[src/rtl/serial_pkg.sv]
// Shared definitions for the serial transmitter and its matching receiver:
// state encoding, default frame geometry and counter sizing helper.
package serial_pkg;

  localparam int unsigned DEFAULT_CLKS_PER_BIT = 4;
  localparam int unsigned DEFAULT_DATA_BITS    = 8;

  typedef enum logic [1:0] {
    IDLE  = 2'd0,
    START = 2'd1,
    DATA  = 2'd2,
    STOP  = 2'd3
  } tx_state_t;

  // Bits needed to hold values 0..n-1, never less than one.
  function automatic int unsigned cnt_width(input int unsigned n);
    return (n < 2) ? 1 : $clog2(n);
  endfunction

endpackage

[src/rtl/bit_timer.sv]
// Bit-period counter: counts 0..CLKS_PER_BIT-1, flags the last cycle of each
// bit period with tick and wraps to zero on that cycle.
module bit_timer
  import serial_pkg::*;
#(
  parameter int unsigned CLKS_PER_BIT = DEFAULT_CLKS_PER_BIT
) (
  input  logic clk,
  input  logic rst,
  input  logic clear,
  output logic tick
);

  localparam int unsigned CW = cnt_width(CLKS_PER_BIT);
  localparam logic [CW-1:0] LAST = CW'(CLKS_PER_BIT - 1);

  logic [CW-1:0] count;

  assign tick = (count == LAST);

  always_ff @(posedge clk) begin
    if (rst || clear || tick) begin
      count <= '0;
    end else begin
      count <= count + CW'(1);
    end
  end

endmodule

[src/rtl/serial_tx.sv]
// Serial transmitter: start bit (0), DATA_BITS payload bits LSB first, one
// stop bit (1), each held for CLKS_PER_BIT clocks. tx is a registered output.
//
//   state | meaning
//   IDLE  | line high, ready for a new word
//   START | start bit (tx = 0)
//   DATA  | payload bit shift_q[0] on the line
//   STOP  | stop bit (tx = 1), done on its last cycle
module serial_tx
  import serial_pkg::*;
#(
  parameter int unsigned CLKS_PER_BIT = DEFAULT_CLKS_PER_BIT,
  parameter int unsigned DATA_BITS    = DEFAULT_DATA_BITS
) (
  input  logic                 clk,
  input  logic                 rst,
  input  logic [DATA_BITS-1:0] data,
  input  logic                 valid,
  output logic                 ready,
  output logic                 tx,
  output logic                 busy,
  output logic                 done
);

  localparam int unsigned BW = cnt_width(DATA_BITS);
  localparam logic [BW-1:0] LAST_BIT = BW'(DATA_BITS - 1);

  tx_state_t            state, state_next;
  logic [DATA_BITS-1:0] shift_q, shift_next;
  logic [BW-1:0]        bit_cnt, bit_cnt_next;
  logic                 tx_next;
  logic                 tick;
  logic                 timer_clear;

  bit_timer #(
    .CLKS_PER_BIT(CLKS_PER_BIT)
  ) u_bit_timer (
    .clk  (clk),
    .rst  (rst),
    .clear(timer_clear),
    .tick (tick)
  );

  always_ff @(posedge clk) begin
    if (rst) begin
      state   <= IDLE;
      shift_q <= '0;
      bit_cnt <= '0;
      tx      <= 1'b1;
    end else begin
      state   <= state_next;
      shift_q <= shift_next;
      bit_cnt <= bit_cnt_next;
      tx      <= tx_next;
    end
  end

  always_comb begin
    state_next   = state;
    shift_next   = shift_q;
    bit_cnt_next = bit_cnt;
    timer_clear  = 1'b0;
    tx_next      = 1'b1;

    case (state)
      IDLE: begin
        timer_clear = 1'b1;
        if (valid) begin
          state_next   = START;
          shift_next   = data;
          bit_cnt_next = '0;
        end
      end
      START: begin
        if (tick) state_next = DATA;
      end
      DATA: begin
        if (tick) begin
          if (bit_cnt == LAST_BIT) begin
            state_next = STOP;
          end else begin
            bit_cnt_next = bit_cnt + BW'(1);
            shift_next   = shift_q >> 1;
          end
        end
      end
      STOP: begin
        if (tick) state_next = IDLE;
      end
      default: state_next = IDLE;
    endcase

    // tx is registered, so it is derived from where the FSM is heading.
    case (state_next)
      START:   tx_next = 1'b0;
      DATA:    tx_next = shift_next[0];
      default: tx_next = 1'b1;
    endcase
  end

  assign ready = (state == IDLE) && !rst;
  assign busy  = (state != IDLE) && !rst;
  assign done  = (state == STOP) && tick && !rst;

endmodule

[config.mk]
export PLATFORM = sky130hd
export DESIGN_NAME = serial_tx
export DESIGN_NICKNAME = d
export VERILOG_FILES = /design/src/rtl/serial_pkg.sv /design/src/rtl/bit_timer.sv /design/src/rtl/serial_tx.sv
export SDC_FILE = /design/constraint.sdc
export NUM_CORES = 1
export LEC_CHECK = 0
export ABC_AREA = 0
export CORE_MARGIN = 2
export CORE_UTILIZATION = 52
export CTS_BUF_LIST = sky130_fd_sc_hd__clkbuf_8 sky130_fd_sc_hd__clkbuf_16
export DETAILED_ROUTE_END_ITERATION = 16
export GPL_ROUTABILITY_DRIVEN = 0
export PLACE_DENSITY = 0.78
export SYNTH_ARGS = -nofsm -noshare
export SYNTH_HDL_FRONTEND = slang
export SYNTH_HIERARCHICAL = 1
export SYNTH_SLANG_ARGS = --single-unit
[constraint.sdc]
create_clock -name clk -period 4.7 [get_ports clk]
set_clock_uncertainty 0.15 [all_clocks]
set_input_delay 0.94 -clock clk [delete_from_list [all_inputs] [get_ports clk]]
set_output_delay 0.94 -clock clk [all_outputs]
set_load 0.01 [all_outputs]
==> results by group, run 1 <==
Timing
  – RSZ-0062 raised after global routing: no
  – Min Clock Period, post-route: 3.71 ns
  – Final hold viol count: 0
  – Max_slew headroom: 46.8%
  – Setup tns final: 0 ns
  – Setup Viol. Count Final: 0
  – Worst Tran Pin Value: approximately 0.8 ns
  – Fin. max-slew vios: 0
  – FMAX: 269 MHz
  – Fin crit share: 79.0%

Detailed routing
  – WL met1: 678 microns
  – Final wirelength: 1.34 mm
  – Wire length on met3: 43 microns
  – Vias: 615
  – Drt pass-1 iters: 4
  – Antenna-violating nets left: 0
  – Met2 routed WL: 607 microns
  – DRC viols: 0
  – Wire per inst: approximately 12 microns
  – Via/cell ratio: roughly 5.7
  – DRT iter0 DRCs: 12
  – DR top layer: met4

Yosys
  – Post-synth top area cell: dfxtp_1
  – Top post-synthesis cells by count: dfxtp_1, nand2_1, nor2_1
  – Post-synthesis register bit count: 16
  – Yosys warns: 6
  – Register area share after synthesis: 41.4%
  – Synthesized instance count: 81
  – Syn nets: 95
  – Top_reg_cell synth: dfxtp_1
  – Ys async rst share: 0%
  – Top-area cell type share of the netlist area: 41.4%
  – Avg Inst Size Synth: 9.56 sq um
  – Synth unique cells: 26
  – Top cells by area, synth: dfxtp_1, a22oi_1, a21oi_1
  – Top-count cell post-synth: dfxtp_1
  – Mapped Area: about 770 sq um
  – Post-synth EDFFs: 0

Hold path
  – HP Class: flop to flop
  – Worst Hold Depth: 1
  – WHS Endpoint: u_bit_timer/count[0]$_SDFF_PP0_
  – Hold_sp: u_bit_timer/count[0]$_SDFF_PP0_

Layout
  – Final-stage net count: 108
  – Reg area: approximately 320 sq um
  – Area of the multi-input gates: 398 sq um
  – Final core occ: between 60% and 70%
  – Share of cells above drive strength 1: 14.0%
  – Final-layout fill cell count: ~120
  – N_diodes: 0
  – Area Overhead vs Synth: 21.8%

Critical path
  – CP Launch Type: primary input
  – RR Endpoint: shift_q[0]$_SDFF_PP0_
  – R2R depth: 6
  – Critical Path Fanout Max: 20
  – Req. time, crit path: approximately 3.6 ns
  – CP endpoint kind: output pin
  – Worst Setup Path Type: primary input to output pin
  – Critical path arrival: 2.62 ns
  – FF-to-FF Start: bit_cnt[0]$_SDFFE_PP0P_
  – R2R Setup Slk: ~2.3 ns

Clocking
  – CTS root buffer: clkbuf_8
  – CTS Buffer Depth: 2
  – Clock slew at reported path FFs: 0.06 ns
  – Post-CTS setup buffer count: 0
  – CTS buffer count: 3
  – H-tree depth: 1
  – Hold buffers post-CTS: 0
  – Clock latency on the worst-skew pair: around 0.25 ns
  – CTS tree: done
  – Cts repair resizes: 0
  – TritonCTS Sinks: 16

GRT
  – Grt ovf: 0
  – Global-route wire length before repair: 2.24 mm
  – Number of global-route vias before repair: 534
  – GRT Util Overall: between 10% and 20%
  – Initial antenna violation count: 0
  – Pin count of the biggest net entering global routing: 21

Floorplanning
  – Starting Density: 57.4%
  – Die width: 42.6 microns
  – Die ar.: about 1800 sq um
  – Die Y: 42.6 microns
  – Cell Rows: 13
  – I/O Pins: 15
  – Core box area: 1350 sq um

Pwr
  – Leakage power: roughly 0.35 nW
  – Pwr Density: 320 nW/um^2
  – Peak supply drop: 0.225 mV

Outcome
  – Outcome: complete, no violations

Placed design
  – HPWL after DPL: roughly 910 microns
  – Number of port buffers: 14

Flow run
  – Max-cap violations: 0
## worst max-delay path by stage
stage               slack, ns  startpoint    to  cells past startpoint
global placement         0.99         rst  done                      3
floorplan                2.03         rst  busy                      3
detailed placement       0.96         rst  done                      3
CTS                      0.97         rst  done                      3
finish                   0.99         rst  done                      3
global route             0.89         rst  done                      3
## flip-flops by register name, summed over array words and instances (netlist names)
| name | flops |
|---|---|
| state | 2 |
| tx | 1 |
| u_bit_timer/count | 2 |
| shift_q | 8 |
| bit_cnt | 3 |
## routing by layer
layer,track usage (%),vias up
li1,-,314
met1,22.5,288
met2,23.4,11
met3,3.88,2
met4,7.50,0
met5,0,-
## report_power, final
part           total (mW)  internal [mW]  switching, mW
clock               0.121         0.0743         0.0472
combinational      0.0343         0.0192         0.0151
sequential          0.146          0.142        0.00438
## cell families (layout without fill, tap and decap cells)
group / after synthesis / after routing / share of synthesized area [%]
xor gates and xnor gates: 1 / 1 / 1.13
muxes: 1 / 1 / 1.29
DFF: 16 / 16 / 41.4
AOI/OAI and AO/OA: 23 / 23 / 22.0
buffers and inverters: 8 / 20 / 7.27
and+or+nand+nor: 29 / 29 / 22.1
adders and majority gates: 3 / 3 / 4.85
## placed cells by master, fill, tap and decap left out, types with 3 or more instances in the layout
| cell type | instances |
|---|---|
| ha_1 | 3 |
| nand2_1 | 10 |
| a21oi_1 | 8 |
| nor2_1 | 10 |
| clkdlybuf4s50_1 | 14 |
| a22oi_1 | 6 |
| clkbuf_8 | 4 |
| dfxtp_1 | 16 |
## worst max-delay path, cell delays in order
cell and delay (ns):
clkdlybuf4s50_1 0.76, and4b_1 0.40, clkdlybuf4s50_1 0.53
## area by class of cell
| class | instances | share of cell area [%] |
|---|---|---|
| multi-input cells | 57 | 42.2 |
| repair buffers | 15 | 15.6 |
| flip-flops and latches | 16 | 34.0 |
| clock buffers | 4 | 5.84 |
| well taps | 15 | 1.99 |
| inverters | 1 | 0.398 |
## through the flow
step	instance area, sq um	total power [mW]	hold WS (ns)	std cells	setup slack, ns
finish	943	0.302	0.282	108	0.986
global route	943	0.314	0.304	108	0.892
CTS	943	0.303	0.286	108	0.968
detailed placement	888	0.184	0.278	104	0.965
global placement	888	0.183	0.274	104	0.986
floorplan	774	0.170	0.259	81	2.03
No activity file was read; power rests on OpenSTA's default activity.
==> run 2: changes to the inputs <==
CORE_UTILIZATION = 44   (was 52)
PLACE_DENSITY = 0.7   (was 0.78)
clock period = 2.98 ns   (was 4.7 ns; I/O delays follow)
==> results by group, run 2 (same netlist as run 1, synthesis figures left out) <==
Detailed routing
  – Vias: 636
  – Via/cell ratio: 5.63
  – DRC viols: 0
  – DRT iter0 DRCs: 13
  – Antenna-violating nets left: 0
  – Final wirelength: 1.38 mm
  – Drt pass-1 iters: 4
  – Wire per inst: 12.2 microns

Layout
  – Area of the multi-input gates: between 300 and 400 sq um
  – Post-layout instance area: a little under 1000 sq um
  – Final-stage net count: 112
  – Area Overhead vs Synth: 24.2%
  – N_diodes: 0
  – Largest regs: shift_q: 8 flops, bit_cnt: 3 flops
  – Final-layout fill cell count: approximately 160
  – Reg area: 320 sq um
  – Share of cells above drive strength 1: between 15 and 20%
  – Most frequent cells in the layout: dfxtp_1, clkdlybuf4s50_1, nor2_1, nand2_1, a21oi_1
  – Largest register FFs: 8
  – Leading cell type in the layout, fill and taps excluded: dfxtp_1
  – Most flop-heavy register: shift_q

Timing
  – Final hold viol count: 0
  – Fin crit share: 88.3%
  – Worst Tran Pin Value: ~0.38 ns
  – RSZ-0062 raised after global routing: no
  – Setup Viol. Count Final: 0
  – Setup tns final: 0 ns
  – FMAX: 380 MHz
  – Fin. max-slew vios: 0
  – Max_slew headroom: between 70% and 80%
  – Min Clock Period, post-route: 2.63 ns

GRT
  – Pin count of the biggest net entering global routing: 12
  – Initial antenna violation count: 0
  – GRT Util Overall: 15.8%
  – Grt ovf: 0
  – Global-route wire length before repair: 2.30 mm
  – Number of global-route vias before repair: 519

Floorplanning
  – Starting Density: 45.9%
  – Cell Rows: 15
  – Core box area: 1690 sq um
  – Die ar.: 2110 sq um
  – Die width: 46.0 microns
  – I/O Pins: 15
  – Die Y: 46.0 microns

Clocking
  – CTS buffer count: 3
  – Post-CTS setup buffer count: 0
  – Clock latency on the worst-skew pair: 0.24 ns
  – TritonCTS Sinks: 16
  – CTS root buffer: clkbuf_8
  – CTS tree: done
  – Cts repair resizes: 0
  – H-tree depth: 1
  – CTS Buffer Depth: 2
  – Clock slew at reported path FFs: 0.06 ns
  – Hold buffers post-CTS: 0

Flow run
  – Max-cap violations: 0

Critical path
  – Critical path arrival: roughly 1.9 ns
  – Req. time, crit path: 2.23 ns
  – FF-to-FF Start: bit_cnt[0]$_SDFFE_PP0P_
  – Critical Path Fanout Max: 9
  – CP Launch Type: primary input
  – Worst Setup SP: rst
  – Worst Setup Path Type: primary input to output pin
  – CP endpoint kind: output pin

Pwr
  – Peak supply drop: 0.381 mV
  – Pwr Density: 461 nW/um^2
  – Leakage power: roughly 0.36 nW

Outcome
  – Outcome: complete, no violations

Hold path
  – HP Class: flop to flop
  – Hold_sp: u_bit_timer/count[0]$_SDFF_PP0_

Placed design
  – Area after DPL: slightly above 900 sq um
  – Number of port buffers: 14
  – HPWL after DPL: 1.00 mm
## run 2: per-layer routing
layer / GRT usage [%] / part of all wire [%] / vias up
li1: - / - / 322
met1: 21.4 / 48 / 302
met2: 20.6 / 46 / 7
met3: 7.14 / 4.0 / 5
met4: 8.57 / 2.1 / 0
met5: 0 / 0 / -
## run 2: power by group
part / switching (mW) / total (mW) / internal, mW
clock network: 0.0659 / 0.155 / 0.0894
logic: 0.0247 / 0.0580 / 0.0332
registers: 0.00688 / 0.231 / 0.224
## run 2: per-stage QoR
stage          total power [mW]  instances  setup WS (ns)  hold slack (ns)  util [%]
2_1_floorplan             0.268         81          0.997            0.259         -
3_3_place_gp              0.292        110          0.373            0.269      54.5
3_5_place_dp              0.293        110          0.344            0.279      54.5
4_1_cts                   0.450        113          0.336            0.288      57.0
5_1_grt                   0.464        113          0.258            0.308      57.0
6_report                  0.444        113          0.348            0.291      57.0
## run 2: layout make-up
cell class / instances / share of cell area [%]
clock buffers: 3 / 4.29
multi-input cells: 57 / 41.4
repair buffers: 19 / 18.5
well taps: 17 / 2.21
flip-flops and latches: 16 / 33.3
inverters: 1 / 0.390
## run 2: final timing paths
| check | endpoint | slack, ns | depth (start not counted) |
|---|---|---|---|
| hold / removal | u_bit_timer/count[0]$_SDFF_PP0_ | 0.29 | 1 |
| setup reg to reg | bit_cnt[0]$_SDFFE_PP0P_ | 0.98 | 8 |
| setup / recovery | busy | 0.35 | 4 |
| hold reg to reg | u_bit_timer/count[0]$_SDFF_PP0_ | 0.29 | 1 |
## run 2: worst max-delay path, stage by stage
cell,delay [ns]
clkdlybuf4s50_1,0.45
buf_4,0.18
nor2_1,0.12
clkdlybuf4s50_1,0.54
==> run 3: changes to the inputs <==
CORE_UTILIZATION = 47   (was 44)
CTS_BUF_LIST = sky130_fd_sc_hd__clkbuf_8   (was sky130_fd_sc_hd__clkbuf_8 sky130_fd_sc_hd__clkbuf_16)
PLACE_DENSITY = 0.74   (was 0.7)
==> results by group, run 3 (same netlist as run 1, synthesis figures left out) <==
Outcome
  – Outcome: complete, no violations

Layout
  – Final-stage net count: 112
  – Area Overhead vs Synth: 25.8%
  – Layout Cells excl Fill: 113
  – Most frequent cells in the layout: dfxtp_1, clkdlybuf4s50_1, nor2_1, nand2_1, a21oi_1
  – N_diodes: 0
  – Most flop-heavy register: shift_q
  – Final-layout fill cell count: 130
  – Reg area: 320 sq um
  – Area of the multi-input gates: 398 sq um
  – Leading cell type in the layout, fill and taps excluded: dfxtp_1
  – Largest register FFs: 8
  – Share of cells above drive strength 1: 17.5%
  – Post-layout instance area: 975 sq um
  – Largest regs: shift_q: 8 flops, bit_cnt: 3 flops
  – Final core occ: 64.0%

Critical path
  – R2R depth: 8
  – CP endpoint kind: output pin
  – Critical Path Stages: 4
  – Worst path cell trace: clkdlybuf4s50_1, buf_4, nor3_1, clkdlybuf4s50_1
  – Critical path arrival: 1.90 ns
  – R2R Setup Slk: 0.95 ns
  – CP Launch Type: primary input
  – Worst Setup Path Type: primary input to output pin
  – Critical Path Fanout Max: 10
  – RR Endpoint: shift_q[1]$_SDFFE_PP0P_
  – CP max stage cell: clkdlybuf4s50_1
  – Req. time, crit path: 2.23 ns
  – FF-to-FF Start: bit_cnt[0]$_SDFFE_PP0P_
  – Kind of cell adding the most delay to the critical path: buffers and inverters
  – Bufs and invs on worst path: 3
  – Most used cell along the critical path: clkdlybuf4s50_1
  – CP peak stage delay: approximately 0.56 ns

Hold path
  – WHS Endpoint: u_bit_timer/count[0]$_SDFF_PP0_
  – HP Class: flop to flop
  – Hold_sp: u_bit_timer/count[0]$_SDFF_PP0_
  – Worst Hold Depth: 1

Detailed routing
  – DRC viols: 0
  – Wire length on met3: about 25 microns
  – Met2 routed WL: just over 700 microns
  – Vias: around 640
  – Wire per inst: 12.8 microns
  – Final wirelength: 1.44 mm
  – Antenna-violating nets left: 0
  – DR top layer: met4
  – Drt pass-1 iters: 4
  – DRT iter0 DRCs: 14
  – Via/cell ratio: 5.65
  – WL met1: 692 microns

GRT
  – Initial antenna violation count: 0
  – Global-route wire length before repair: 2.37 mm
  – Number of global-route vias before repair: 557
  – Pin count of the biggest net entering global routing: 12
  – Grt ovf: 0
  – GRT Util Overall: 16.4%

Clocking
  – CTS buffer count: 3
  – CTS tree: done
  – Post-CTS setup buffer count: 0
  – CTS root buffer: clkbuf_8
  – Cts repair resizes: 0
  – TritonCTS Sinks: 16
  – Clock latency on the worst-skew pair: roughly 0.24 ns
  – CTS Buffer Depth: 2
  – Hold buffers post-CTS: 0
  – Clock slew at reported path FFs: 0.06 ns
  – H-tree depth: 1

Pwr
  – Pwr Density: approximately 500 nW/um^2
  – Tot Pwr: 474 uW
  – Leakage power: between 0.3 and 0.4 nW
  – Peak supply drop: 0.331 mV

Floorplanning
  – Die Y: approximately 45 microns
  – Cell Rows: 14
  – I/O Pins: 15
  – Die width: approximately 45 microns
  – Core box area: ~1500 sq um
  – Starting Density: 50.8%
  – Die ar.: 1990 sq um

Placed design
  – Dpl cells: 109
  – Number of port buffers: 14
  – Area after DPL: 920 sq um
  – HPWL after DPL: a little over 1 mm
  – Pre-CTS setup slack: 0.340 ns

Timing
  – Fin. max-slew vios: 0
  – Max_slew headroom: 73.5%
  – Final setup margin: 0.330 ns
  – Final hold viol count: 0
  – Setup Viol. Count Final: 0
  – Fin crit share: 88.9%
  – Min Clock Period, post-route: around 2.6 ns
  – FMAX: 377 MHz
  – Setup tns final: 0 ns
  – RSZ-0062 raised after global routing: no
  – Worst Tran Pin Value: 0.396 ns
  – Fin Hold WS: 0.278 ns

Flow run
  – Max-cap violations: 0
[run 3: how the worst max path moves through the flow]
stage / start / to / slack, ns
global route: rst / ready / 0.24
finish: rst / ready / 0.33
global placement: rst / ready / 0.33
floorplan: rst / busy / 1.0
CTS: rst / ready / 0.33
detailed placement: rst / ready / 0.34
[run 3: layout make-up]
class | count | area share, %
clock buffer | 4 | 5.65
inverter | 1 | 0.385
multi-input combinational | 57 | 40.8
sequential | 16 | 32.9
tap | 16 | 2.05
timing repair buffer | 19 | 18.2
[run 3: per-layer routing]
| layer | vias to the layer above | GRT usage (%) |
|---|---|---|
| met5 | - | 0 |
| met4 | 0 | 9.09 |
| met3 | 2 | 3.67 |
| met2 | 6 | 25.2 |
| met1 | 308 | 20.9 |
| li1 | 323 | - |
[run 3: report_power, final]
part,internal [mW],switching [mW]
Sequential,0.224,0.00755
Clock,0.117,0.0684
Combinational,0.0332,0.0246
